<file path="config.mk">
export PLATFORM = sky130hd
export DESIGN_NAME = dist_frame_sequencer
export DESIGN_NICKNAME = d
export VERILOG_FILES = /design/src/rtl/dist_seq_pkg.sv /design/src/rtl/dist_seq_timer.sv /design/src/rtl/dist_frame_sequencer.sv
export SDC_FILE = /design/constraint.sdc
export NUM_CORES = 1
export LEC_CHECK = 0
export ABC_AREA = 1
export CAP_MARGIN = 20
export CORE_MARGIN = 10
export CORE_UTILIZATION = 55
export CTS_CLUSTER_DIAMETER = 80
export DETAILED_ROUTE_END_ITERATION = 10
export GPL_ROUTABILITY_DRIVEN = 0
export PLACE_DENSITY_LB_ADDON = 0.12
export REMOVE_ABC_BUFFERS = 1
export SYNTH_ARGS = -nofsm -noshare
export SYNTH_HDL_FRONTEND = slang
export SYNTH_SLANG_ARGS = --single-unit
</file>
<file path="constraint.sdc">
create_clock -name clk -period 3.2 [get_ports clk]
set_clock_uncertainty 0.05 [all_clocks]
set_input_delay 0.64 -clock clk [delete_from_list [all_inputs] [get_ports clk]]
set_output_delay 0.64 -clock clk [all_outputs]
set_load 0.05 [all_outputs]
</file>
<file path="src/rtl/dist_seq_pkg.sv">
// Shared types and constants for the distance frame sequencer.
// Optional build macro: DIST_SEQ_CHECKSUM_EN adds a trailing checksum byte.
package dist_seq_pkg;

  localparam int DIST_W = 16;
  localparam int BYTE_W = 8;

  localparam logic [BYTE_W-1:0] HEADER_DEFAULT = 8'hA5;

  typedef enum logic [2:0] {
    S_IDLE     = 3'd0,
    S_GET_HI   = 3'd1,
    S_GET_LO   = 3'd2,
    S_PROC     = 3'd3,
    S_TX_REQ   = 3'd4,
    S_TX_ACK   = 3'd5
`ifdef DIST_SEQ_CHECKSUM_EN
    ,
    S_GET_CSUM = 3'd6
`endif
  } seq_state_t;

endpackage

</file>
<file path="src/rtl/dist_seq_timer.sv">
// Inter-byte timeout counter. expired is high while the count sits at
// TIMEOUT-1, so a frame state waits TIMEOUT cycles for its next byte.
module dist_seq_timer #(
  parameter int TIMEOUT = 20000
) (
  input  logic clk,
  input  logic rst_n,
  input  logic clear,
  input  logic enable,
  output logic expired
);

  logic [15:0] cnt;

  // Count up while enabled; clear wins over enable.
  always_ff @(posedge clk) begin
    if (!rst_n || clear) begin
      cnt <= 16'd0;
    end else if (enable) begin
      cnt <= cnt + 16'd1;
    end
  end

  assign expired = (cnt == 16'(TIMEOUT - 1));

endmodule

</file>
<file path="src/rtl/dist_frame_sequencer.sv">
// Frame sequencer between UART RX, distance processor and UART TX.
// Optional build macro: DIST_SEQ_CHECKSUM_EN (frame carries HEADER^hi^lo).
//
//  state      | meaning
//  -----------+---------------------------------------------------
//  IDLE       | hunting for HEADER; other bytes dropped silently
//  GET_HI     | waiting for distance high byte
//  GET_LO     | waiting for distance low byte
//  GET_CSUM   | waiting for checksum byte (checksum build only)
//  PROC       | proc_dist presented, waiting for proc_done
//  TX_REQ     | result captured, waiting for transmitter idle
//  TX_ACK     | tx_start issued, waiting for tx_busy to confirm
module dist_frame_sequencer
  import dist_seq_pkg::*;
#(
  parameter logic [7:0] HEADER  = HEADER_DEFAULT,
  parameter int         TIMEOUT = 20000
) (
  input  logic                clk,
  input  logic                rst_n,
  input  logic                rx_valid,
  input  logic [BYTE_W-1:0]   rx_data,
  input  logic                rx_err,
  output logic                proc_start,
  output logic [DIST_W-1:0]   proc_dist,
  input  logic                proc_done,
  input  logic [BYTE_W-1:0]   proc_result,
  output logic                tx_start,
  output logic [BYTE_W-1:0]   tx_data,
  input  logic                tx_busy,
  output logic                busy,
  output logic                frame_drop
);

  seq_state_t          state, state_next;
  logic [BYTE_W-1:0]   hi_q;
  logic [DIST_W-1:0]   dist_cand;
  logic                start_nxt, txs_nxt, drop_nxt;
  logic                load_hi, load_dist, load_tx, accept;
  logic                in_get, expired, abort;

`ifdef DIST_SEQ_CHECKSUM_EN
  logic [BYTE_W-1:0]   lo_q;
  logic                load_lo;
  assign in_get    = (state == S_GET_HI) || (state == S_GET_LO) || (state == S_GET_CSUM);
  assign dist_cand = {hi_q, lo_q};
`else
  assign in_get    = (state == S_GET_HI) || (state == S_GET_LO);
  assign dist_cand = {hi_q, rx_data};
`endif

  // rx_err beats rx_valid; a byte landing on the expiry cycle is still taken.
  assign abort = rx_err || (!rx_valid && expired);

  dist_seq_timer #(.TIMEOUT(TIMEOUT)) u_timer (
    .clk     (clk),
    .rst_n   (rst_n),
    .clear   (accept || !in_get),
    .enable  (in_get),
    .expired (expired)
  );

  // Next-state and registered-output intents.
  always_comb begin
    state_next = state;
    start_nxt  = 1'b0;
    txs_nxt    = 1'b0;
    drop_nxt   = 1'b0;
    load_hi    = 1'b0;
    load_dist  = 1'b0;
    load_tx    = 1'b0;
    accept     = 1'b0;
`ifdef DIST_SEQ_CHECKSUM_EN
    load_lo    = 1'b0;
`endif
    case (state)
      S_IDLE: begin
        if (rx_valid && (rx_data == HEADER)) state_next = S_GET_HI;
      end
      S_GET_HI: begin
        if (abort) begin
          state_next = S_IDLE;
          drop_nxt   = 1'b1;
        end else if (rx_valid) begin
          accept     = 1'b1;
          load_hi    = 1'b1;
          state_next = S_GET_LO;
        end
      end
      S_GET_LO: begin
        if (abort) begin
          state_next = S_IDLE;
          drop_nxt   = 1'b1;
        end else if (rx_valid) begin
          accept     = 1'b1;
`ifdef DIST_SEQ_CHECKSUM_EN
          load_lo    = 1'b1;
          state_next = S_GET_CSUM;
`else
          load_dist  = 1'b1;
          start_nxt  = 1'b1;
          state_next = S_PROC;
`endif
        end
      end
`ifdef DIST_SEQ_CHECKSUM_EN
      S_GET_CSUM: begin
        if (abort) begin
          state_next = S_IDLE;
          drop_nxt   = 1'b1;
        end else if (rx_valid) begin
          accept = 1'b1;
          if (rx_data == (HEADER ^ hi_q ^ lo_q)) begin
            load_dist  = 1'b1;
            start_nxt  = 1'b1;
            state_next = S_PROC;
          end else begin
            state_next = S_IDLE;
            drop_nxt   = 1'b1;
          end
        end
      end
`endif
      S_PROC: begin
        drop_nxt = rx_valid;
        if (proc_done) begin
          load_tx    = 1'b1;
          state_next = S_TX_REQ;
        end
      end
      S_TX_REQ: begin
        drop_nxt = rx_valid;
        if (!tx_busy) begin
          txs_nxt    = 1'b1;
          state_next = S_TX_ACK;
        end
      end
      S_TX_ACK: begin
        drop_nxt = rx_valid;
        if (tx_busy) state_next = S_IDLE;
      end
      default: state_next = S_IDLE;
    endcase
  end

  // State register and registered outputs.
  always_ff @(posedge clk) begin
    if (!rst_n) begin
      state      <= S_IDLE;
      hi_q       <= '0;
      proc_dist  <= '0;
      tx_data    <= '0;
      proc_start <= 1'b0;
      tx_start   <= 1'b0;
      frame_drop <= 1'b0;
      busy       <= 1'b0;
    end else begin
      state      <= state_next;
      proc_start <= start_nxt;
      tx_start   <= txs_nxt;
      frame_drop <= drop_nxt;
      busy       <= (state_next != S_IDLE);
      if (load_hi)   hi_q      <= rx_data;
      if (load_dist) proc_dist <= dist_cand;
      if (load_tx)   tx_data   <= proc_result;
    end
  end

`ifdef DIST_SEQ_CHECKSUM_EN
  // Low byte is held until the checksum confirms the frame.
  always_ff @(posedge clk) begin
    if (!rst_n)       lo_q <= '0;
    else if (load_lo) lo_q <= rx_data;
  end
`endif

endmodule

</file>
# Word level (Yosys, flattened, before mapping)
# Index checks and enable logic that the tools add are counted.
[totals]
reg_bits = 55
input_bits = 22
out_inout_bits = 28
word_cells = 50
[classes]
addsub = 1
n_eq_ne = 7
n_mux = 19
reduce_logical = 14
[ops]
columns = ["operator", "n"]
rows = [
  ["3-bit 2-to-1 mux", 8],
  ["3-bit one-hot mux with 6 select lines", 1],
  ["16-bit by 1-bit adder with 16-bit output (second input constant)", 1],
  ["16-bit by 15-bit equality test with 1-bit output (second input constant)", 1],
  ["1-bit 2-to-1 mux", 9],
  ["8-bit equality test (second input constant)", 1],
  ["3-bit by 2-bit equality test with 1-bit output (second input constant)", 2],
  ["3-bit equality test (second input constant)", 2],
  ["1-bit logical OR", 4],
  ["3-bit by 1-bit equality test with 1-bit output (second input constant)", 1],
  ["1-bit zero test", 3],
  ["3-bit zero test", 1],
  ["3-bit nonzero test", 1],
  ["3-bit OR reduction", 1],
  ["1-bit logical AND", 2],
  ["1-bit one-hot mux with 2 select lines", 1],
  ["2-bit AND reduction", 1],
  ["2-bit OR reduction", 1],
]

# Logic depth before layout (Yosys ltp)
# Gate-level depths: netlist of the first run.
[depth]
word_depth = 7
ltp_mapped = 10
mapped_depth_nobuf = 10

# Cells and area by module
# From an unflattened synthesis of the first run, not the netlist that was laid out.
[unflattened]
cells_unflattened = 327
hier_area_um2 = 2429.8
[by_module_without_submodules]
columns = ["mod", "instances", "cells_each", "area_per_inst_um2", "seq_area_each_um2"]
rows = [
  ["dist_frame_sequencer", 1, 197, 1517.7, 780.7],
  ["dist_seq_timer", 1, 130, 912.1, 320.3],
]

# Least setup slack after synthesis of the first run
# OpenSTA, ideal clock, no wires.
[synth_timing]
path_kind = "input to register"
from = "input port rx_valid"
to = "register proc_dist[10]"
setup_time_ns = 0.116
t_arrival_ns = 1.298
required_time_ns = 3.034
setup_slack_ns = 1.736
path_stages = 6
path_buffers = 1
cell_sequence = "inv_2 > nor2_2 > nand4_1 > clkbuf_2 > o21ai_0 > nor2_1"
[synth_via]
elab_chain_cells = 5
word_cells_on_any_way = 6
cone_classes = "mux (3); reduce/logical (3)"
[synth_rtl]
columns = ["element", "line_no", "source"]
rows = [
  ["start: declaration", "dist_frame_sequencer.sv:21", "input logic rx_valid,"],
  ["1-bit zero test", "dist_frame_sequencer.sv:53", "assign abort = rx_err || (!rx_valid && expired);"],
  ["1-bit logical AND", "dist_frame_sequencer.sv:53", ""],
  ["1-bit logical OR", "dist_frame_sequencer.sv:53", ""],
  ["1-bit 2-to-1 mux *", "-", ""],
  ["1-bit 2-to-1 mux *", "dist_frame_sequencer.sv:76", "case (state)"],
  ["end signal: assignment", "dist_frame_sequencer.sv:164", "if (load_dist) proc_dist <= dist_cand;"],
  ["end: declaration", "dist_frame_sequencer.sv:25", "output logic [DIST_W-1:0] proc_dist,"],
]
# Every way passes the cells marked *; elsewhere a longest branch is shown, timed or not.
# A chain may end at the register's enable or synchronous reset.

# Worst setup path in the final report of the first run
[layout_timing]
from = "register tx_data[6]"
to = "output port tx_data[6]"
[layout_rtl]
columns = ["element", "line_no", "source"]
rows = [
  ["start: declaration", "dist_frame_sequencer.sv:29", "output logic [BYTE_W-1:0] tx_data,"],
  ["start signal: assignment", "dist_frame_sequencer.sv:165", "if (load_tx) tx_data <= proc_result;"],
]
# No word-level cell between the ends.

==> key figures, run 1 <==
Floorplanning
  – Row count: 24
  – Die extent in x: 86.8 um
  – Die height: approximately 87 um
  – Die area: 0.00753 mm^2
  – Initial core utilization: 0.567
  – I/O pins: 50
  – Core ar.: 0.00432 mm^2

STA
  – Final Max Slew Viols: 0
  – Setup TNS: 0 ns
  – Slew at the pin closest to its max-slew limit: 0.703 ns
  – # setup viols final: 0
  – Fin crit period: 2.16 ns
  – Rel. slew slack: 0.530
  – Final period util: 0.674
  – Fmax: roughly 460 MHz
  – RSZ-0062 raised after global routing: no
  – Final Hold Vio Count: 0

Power and ir drop
  – Sequential power share: 0.582
  – Power Total: 0.00118 W
  – Cell Pwr Density: 386 mW/mm^2
  – Sw Share: 0.199
  – Static power due to leakage: 1.14 nW
  – Combinational share of power: 0.044
  – P_sw: 0.000234 W
  – Highest ir drop seen on vdd: 0.310 mV
  – Pint: 0.000941 W
  – Clock power share: 0.375

Min path
  – Hold Crit Depth: 1
  – Worst Hold Endpoint: u_timer.cnt[0]
  – Worst min path class: register to register
  – Hold Crit Start: u_timer.cnt[0]

Cells and area
  – P&R area growth vs syn: 24.1%
  – Ant diodes: 0
  – Share of cells above drive strength 1: 0.0883
  – Total Nets Final: 408

Critical path
  – Worst Path Arrival: about 1.5 ns
  – R2R Path Start: state[1]
  – Startpoint Class: register
  – Crit-path cells: clkdlybuf4s50_1
  – CP max-delay cell: clkdlybuf4s50_1
  – Critical Path Max Stage Delay: slightly above 0.8 ns
  – Worst setup EP type: output port
  – CP Buf/Inv Count: 1
  – Critical-path maximum fanout: 2
  – R2r worst-path depth: 6
  – CP required: roughly 2.5 ns
  – FF-to-FF setup slack: around 1.4 ns
  – R2R Path End: busy
  – Largest delay share family, worst path: buffers and inverters
  – Setup Crit Path Kind: register to output port

Clock network
  – TritonCTS Sinks: 55
  – Max Root-Sink Buffers: 2
  – Clock transition at the registers of the reported paths: 0.09 ns
  – Clk Latency, worst-skew pair: 0.30 ns
  – Post-CTS Resized: 0
  – Post-cts hold buffer count: 0
  – H-tree Lvls: 2
  – Setup Fix Bufs, Post-CTS: 0
  – CTS Root Cell: clkbuf_8
  – Num CTS Buffers: 5
  – TritonCTS clock tree: done

Drt
  – Detailed-route DRC error count: 0
  – Routed vias/inst: 5.18
  – Routed wire per std cell: roughly 13 um
  – Drt total wl: about 5.7 mm
  – Initial drt markers: about 130
  – Drt pass-1 iters: 4
  – Final antenna-violating net count: 0
  – Via count: 2,263

Global routing
  – Vias in the first global route: 2,091
  – First-pass GRT wire length: a little under 10 mm
  – Largest net degree at the start of global routing: 25
  – GRT Total Usage: 0.154
  – Gr ovfl total: 0
  – Initial antenna violation count: 0

Synthesis
  – Synth Instances: 340
  – Synth cell types: 29
  – Synth Cell Area: approximately 0.0025 mm^2
  – Mapped Avg Cell Area: 7.21 um^2
  – Yosys warns: 0
  – Synth Register Bits: 55
  – Share of the synthesized area in the top cell type: 0.449
  – Largest cells by area after synthesis: dfxtp_1, nor2_1, nand2_1, a21oi_1, o21ai_0
  – Seq/Total Area, Yosys: 0.449
  – Dominant cell type by area after synthesis: dfxtp_1

Status
  – Outcome: completed

Placed design
  – Detail Placement HPWL: 4.28 mm
  – IO Port Bufs: 49

Job
  – Max Cap Viol: 0
[flip-flops by register name, indices dropped and copies added, names as in the netlist, 3 cells and up]
name and flops:
u_timer.cnt 16, proc_dist 16, tx_data 8, hi_q 8, state 3
[power groups by stage]
stage / clock network, W / registers, W / logic, W
2_1_floorplan: 0 / 0.000700 / 0.0000122
3_3_place_gp: 0 / 0.000700 / 0.0000510
5_1_grt: 0.000477 / 0.000684 / 0.0000556
6_report: 0.000440 / 0.000684 / 0.0000512
3_5_place_dp: 0 / 0.000700 / 0.0000508
4_1_cts: 0.000450 / 0.000684 / 0.0000512
[per-stage QoR]
step	std cells	hold slack, ns	util	instance area (um^2)	setup slack [ns]
after global routing	437	0.428	0.704	3040	0.997
final	437	0.402	0.704	3040	1.04
after global placement	430	0.380	0.680	2940	1.03
after floorplan	327	0.368	-	2370	1.52
after detailed placement	430	0.392	0.680	2940	0.930
after CTS	437	0.405	0.704	3040	1.03
[cells in the final DEF, fill, tap and decap left out, types with 7 or more instances in the layout]
cell,n
nand2_1,56
inv_2,9
dfxtp_1,55
nand3_1,25
clkdlybuf4s50_1,49
inv_1,28
nor2_1,63
o21ai_0,28
a21oi_1,30
nand4_1,7
[per-layer routing]
layer | routed length (um) | vias up | share of wire | track usage
met3 | 368 | 8 | 0.065 | 0.0460
li1 | - | 1183 | - | -
met1 | 2480 | 1017 | 0.44 | 0.182
met2 | 2750 | 55 | 0.48 | 0.262
met5 | 0 | - | 0 | 0
met4 | 78 | 0 | 0.014 | 0.0457
[synthesized netlist by cell type (all sizes together)]
| master | number |
|---|---|
| nor2 | 68 |
| nand4 | 7 |
| buf | 9 |
| inv | 37 |
| nand2 | 61 |
| xnor2 | 1 |
| xor2 | 1 |
| dfxtp | 55 |
| a21oi | 30 |
| o21ai | 30 |
| o32ai | 1 |
| clkbuf | 4 |
| nand3 | 29 |
| ha | 1 |
| nor3 | 6 |
[area by class of cell]
type	count	area, um^2
fill	380	1280
inverter	37	139
multi-input combinational	235	1130
tap	52	65.1
clock buffer	6	72.6
timing repair buffer	51	505
sequential	55	1100
clock inverter	1	30.0
[cell families (layout without fill, tap and decap cells)]
family,after synthesis,count (layout),synth area share
fa+ha+maj,1,1,0.00510
compound gates,61,61,0.126
simple gates,171,171,0.323
flops,55,55,0.449
xor+xnor,2,2,0.00715
buf+inv,50,95,0.0898
[worst max path at each step]
stage	slack, ns	startpoint	depth (start not counted)	end
finish	1.04	tx_data[6]	1	tx_data[6]
global route	1.0	tx_data[4]	1	tx_data[4]
CTS	1.03	tx_data[6]	1	tx_data[6]
detailed placement	0.93	rx_valid	8	hi_q[2]
global placement	1.03	rx_valid	8	hi_q[5]
floorplan	1.52	rx_valid	6	proc_dist[0]
(Power assumes the default switching activity.)
==> inputs of run 2 (changes only) <==
--- a/config.mk
+++ b/config.mk
@@ -8,7 +8,7 @@
 export ABC_AREA = 1
 export CAP_MARGIN = 20
 export CORE_MARGIN = 10
-export CORE_UTILIZATION = 55
+export CORE_UTILIZATION = 46
 export CTS_CLUSTER_DIAMETER = 80
 export DETAILED_ROUTE_END_ITERATION = 10
 export GPL_ROUTABILITY_DRIVEN = 0
==> constraint.sdc (replaced) <==
create_clock -name clk -period 1.83 [get_ports clk]
set_clock_uncertainty 0.05 [all_clocks]
set_input_delay 0.366 -clock clk [delete_from_list [all_inputs] [get_ports clk]]
set_output_delay 0.366 -clock clk [all_outputs]
set_load 0.05 [all_outputs]
==> key figures, run 2 (same netlist as run 1, synthesis figures left out) <==
Power and ir drop
  – Combinational share of power: 0.047 (was 0.044)
  – Highest ir drop seen on vdd: 0.388 mV (was 0.310 mV)
  – Pint: 0.00165 W (was 0.000941 W)
  – Static power due to leakage: 1.24 nW (was 1.14 nW)
  – Clock power share: 0.374 (was 0.375)
  – Cell Pwr Density: 672 mW/mm^2 (was 386 mW/mm^2)
  – Sw Share: 0.201 (was 0.199)
  – P_sw: 0.000416 W (was 0.000234 W)
  – Sequential power share: 0.579 (was 0.582)
  – Power Total: 0.00207 W (was 0.00118 W)

Cells and area
  – P&R area growth vs syn: 25.4% (was 24.1%)
  – Final Core Density: 0.598 (was 0.704)
  – Fill count: 509 (was 380)
  – Share of cells above drive strength 1: 0.185 (was 0.0883)
  – Most frequent cells in the layout: nor2_1, nand2_1, dfxtp_1 (unchanged)
  – Total Nets Final: 418 (was 408)
  – Commonest non-fill, non-tap cell in the layout: nor2_1 (unchanged)
  – Ant diodes: 0 (unchanged)
  – Top Registers: proc_dist x16, u_timer.cnt x16 (unchanged)

Placed design
  – IO Port Bufs: 49 (unchanged)
  – Detail Placement HPWL: 4.42 mm (was 4.28 mm)

STA
  – Rel. slew slack: 0.780 (was 0.530)
  – Final Max Slew Viols: 0 (unchanged)
  – Fin crit period: approximately 1.6 ns
  – Fmax: 617 MHz
  – Final Hold Vio Count: 0 (unchanged)
  – Slew at the pin closest to its max-slew limit: 0.328 ns (was 0.703 ns)
  – RSZ-0062 raised after global routing: no (unchanged)
  – Min Hold Slack: 0.411 ns (was 0.402 ns)
  – Final period util: 0.886
  – # setup viols final: 0 (unchanged)

Critical path
  – R2R Path End: u_timer.cnt[12] (was busy)
  – Critical-path maximum fanout: 20 (was 2)
  – R2r worst-path depth: 8 (was 6)
  – Setup Crit Path Kind: input pin to register (was register to output port)
  – R2R Path Start: u_timer.cnt[0] (was state[1])
  – Startpoint Class: input pin (was register)
  – Critical Path Max Stage Delay: 0.49 ns (was 0.83 ns)
  – Worst Path Arrival: 1.81 ns (was 1.47 ns)
  – Worst setup EP type: register (was output port)
  – Crit path from: rx_err (was tx_data[6])
  – FF-to-FF setup slack: 0.22 ns (was 1.41 ns)
  – CP max-delay cell: clkdlybuf4s50_1 (unchanged)
  – Crit-path cells: clkdlybuf4s50_1, nor2_2, nand4_1, buf_4, inv_2, o21ai_0, a21oi_1 (was clkdlybuf4s50_1)
  – CP required: 2.01 ns (was 2.51 ns)

Drt
  – Drt total wl: 5.80 mm (was 5.68 mm)
  – Final antenna-violating net count: 0 (unchanged)
  – Initial drt markers: 96 (was 127)
  – Via count: 2,252 (was 2,263)
  – Routed wire per std cell: 12.5 um (was 13.0 um)
  – Routed vias/inst: 4.84 (was 5.18)
  – Drt pass-1 iters: 4 (unchanged)
  – Detailed-route DRC error count: 0 (unchanged)

Clock network
  – TritonCTS clock tree: done (unchanged)
  – Clk Latency, worst-skew pair: 0.30 ns (about the same)
  – Clock transition at the registers of the reported paths: 0.09 ns (about the same)
  – Post-cts hold buffer count: 0 (unchanged)
  – Post-CTS Resized: 0 (unchanged)
  – Setup Fix Bufs, Post-CTS: 0 (unchanged)
  – Num CTS Buffers: 5 (unchanged)
  – TritonCTS Sinks: 55 (unchanged)
  – Max Root-Sink Buffers: 2 (unchanged)
  – CTS Root Cell: clkbuf_8 (unchanged)
  – H-tree Lvls: 2 (unchanged)

Job
  – Max Cap Viol: 0 (unchanged)

Min path
  – Hold Crit Depth: 1 (unchanged)
  – Hold Crit Start: u_timer.cnt[0] (unchanged)
  – Worst Hold Endpoint: u_timer.cnt[0] (unchanged)
  – Worst min path class: register to register (unchanged)

Floorplanning
  – Row count: 26 (was 24)
  – Die height: 93.0 um (was 86.8 um)
  – Core ar.: 0.00514 mm^2 (was 0.00432 mm^2)
  – Die extent in x: 93.0 um (was 86.8 um)
  – Die area: 0.00865 mm^2 (was 0.00753 mm^2)
  – Initial core utilization: 0.477 (was 0.567)
  – I/O pins: 50 (unchanged)

Global routing
  – Gr ovfl total: 0 (unchanged)
  – Largest net degree at the start of global routing: 24 (was 25)
  – GRT Total Usage: 0.136 (was 0.154)
  – Vias in the first global route: 2,161 (was 2,091)
  – First-pass GRT wire length: 9.85 mm (was 9.61 mm)
  – Initial antenna violation count: 0 (unchanged)

Status
  – Outcome: completed (unchanged)
[run 2: cell types whose count changed in the layout (fill, tap and decap cells not counted)]
cell             change
buf_4               +38
clkdlybuf4s50_1     -28
clkbuf_1             -1
clkinvlp_4           +1
[run 2: layer usage]
layer / vias to the layer above / global-route usage / wire length [um]
met1: 1007 / 0.164 / 2700
met2: 40 / 0.227 / 2770
met4: 0 / 0.0553 / 65
met3: 4 / 0.0312 / 267
met5: - / 0 / 0
li1: 1201 / - / -
[run 2: worst max-delay path: cells and delay by family]
family | cells | cell delay, ns
and+or+nand+nor | 2 | 0.26
buffers and inverters | 3 | 0.92
AOI/OAI and AO/OA | 2 | 0.24
[run 2: cell type report]
cell class | instances | area, um^2 | share of cell area
Multi-Input combinational cell | 235 | 1130 | 0.368
Sequential cell | 55 | 1100 | 0.358
Timing Repair Buffer | 61 | 510 | 0.166
Inverter | 37 | 139 | 0.0452
Tap cell | 70 | 87.6 | 0.0285
Clock buffer | 5 | 68.8 | 0.0224
Clock inverter | 2 | 37.5 | 0.0122
[run 2: power by group through the flow]
stage | clock (W) | sequential (W) | combinational [W]
after floorplan | 0 | 0.00122 | 0.0000213
after CTS | 0.000801 | 0.00120 | 0.0000967
after global placement | 0 | 0.00122 | 0.0000961
after global routing | 0.000838 | 0.00120 | 0.000107
after detailed placement | 0 | 0.00122 | 0.0000960
final | 0.000773 | 0.00120 | 0.0000967
[run 2: stage by stage]
step           TNS [ns]  cells  worst slack (ns)  cell area (um^2)
2_1_floorplan         0    327             0.418              2370
3_3_place_gp          0    458            0.0157              2970
3_5_place_dp     -0.397    458           -0.0959              2970
4_1_cts               0    465             0.219              3070
5_1_grt               0    465            0.0907              3070
6_report              0    465             0.209              3070
[run 2: how the worst max path moves through the flow]
stage / to / cells past startpoint
after floorplan: busy / 8
after global placement: proc_dist[6] / 7
after detailed placement: proc_dist[0] / 7
after CTS: u_timer.cnt[12] / 8
after global routing: busy / 10
final: proc_dist[3] / 7
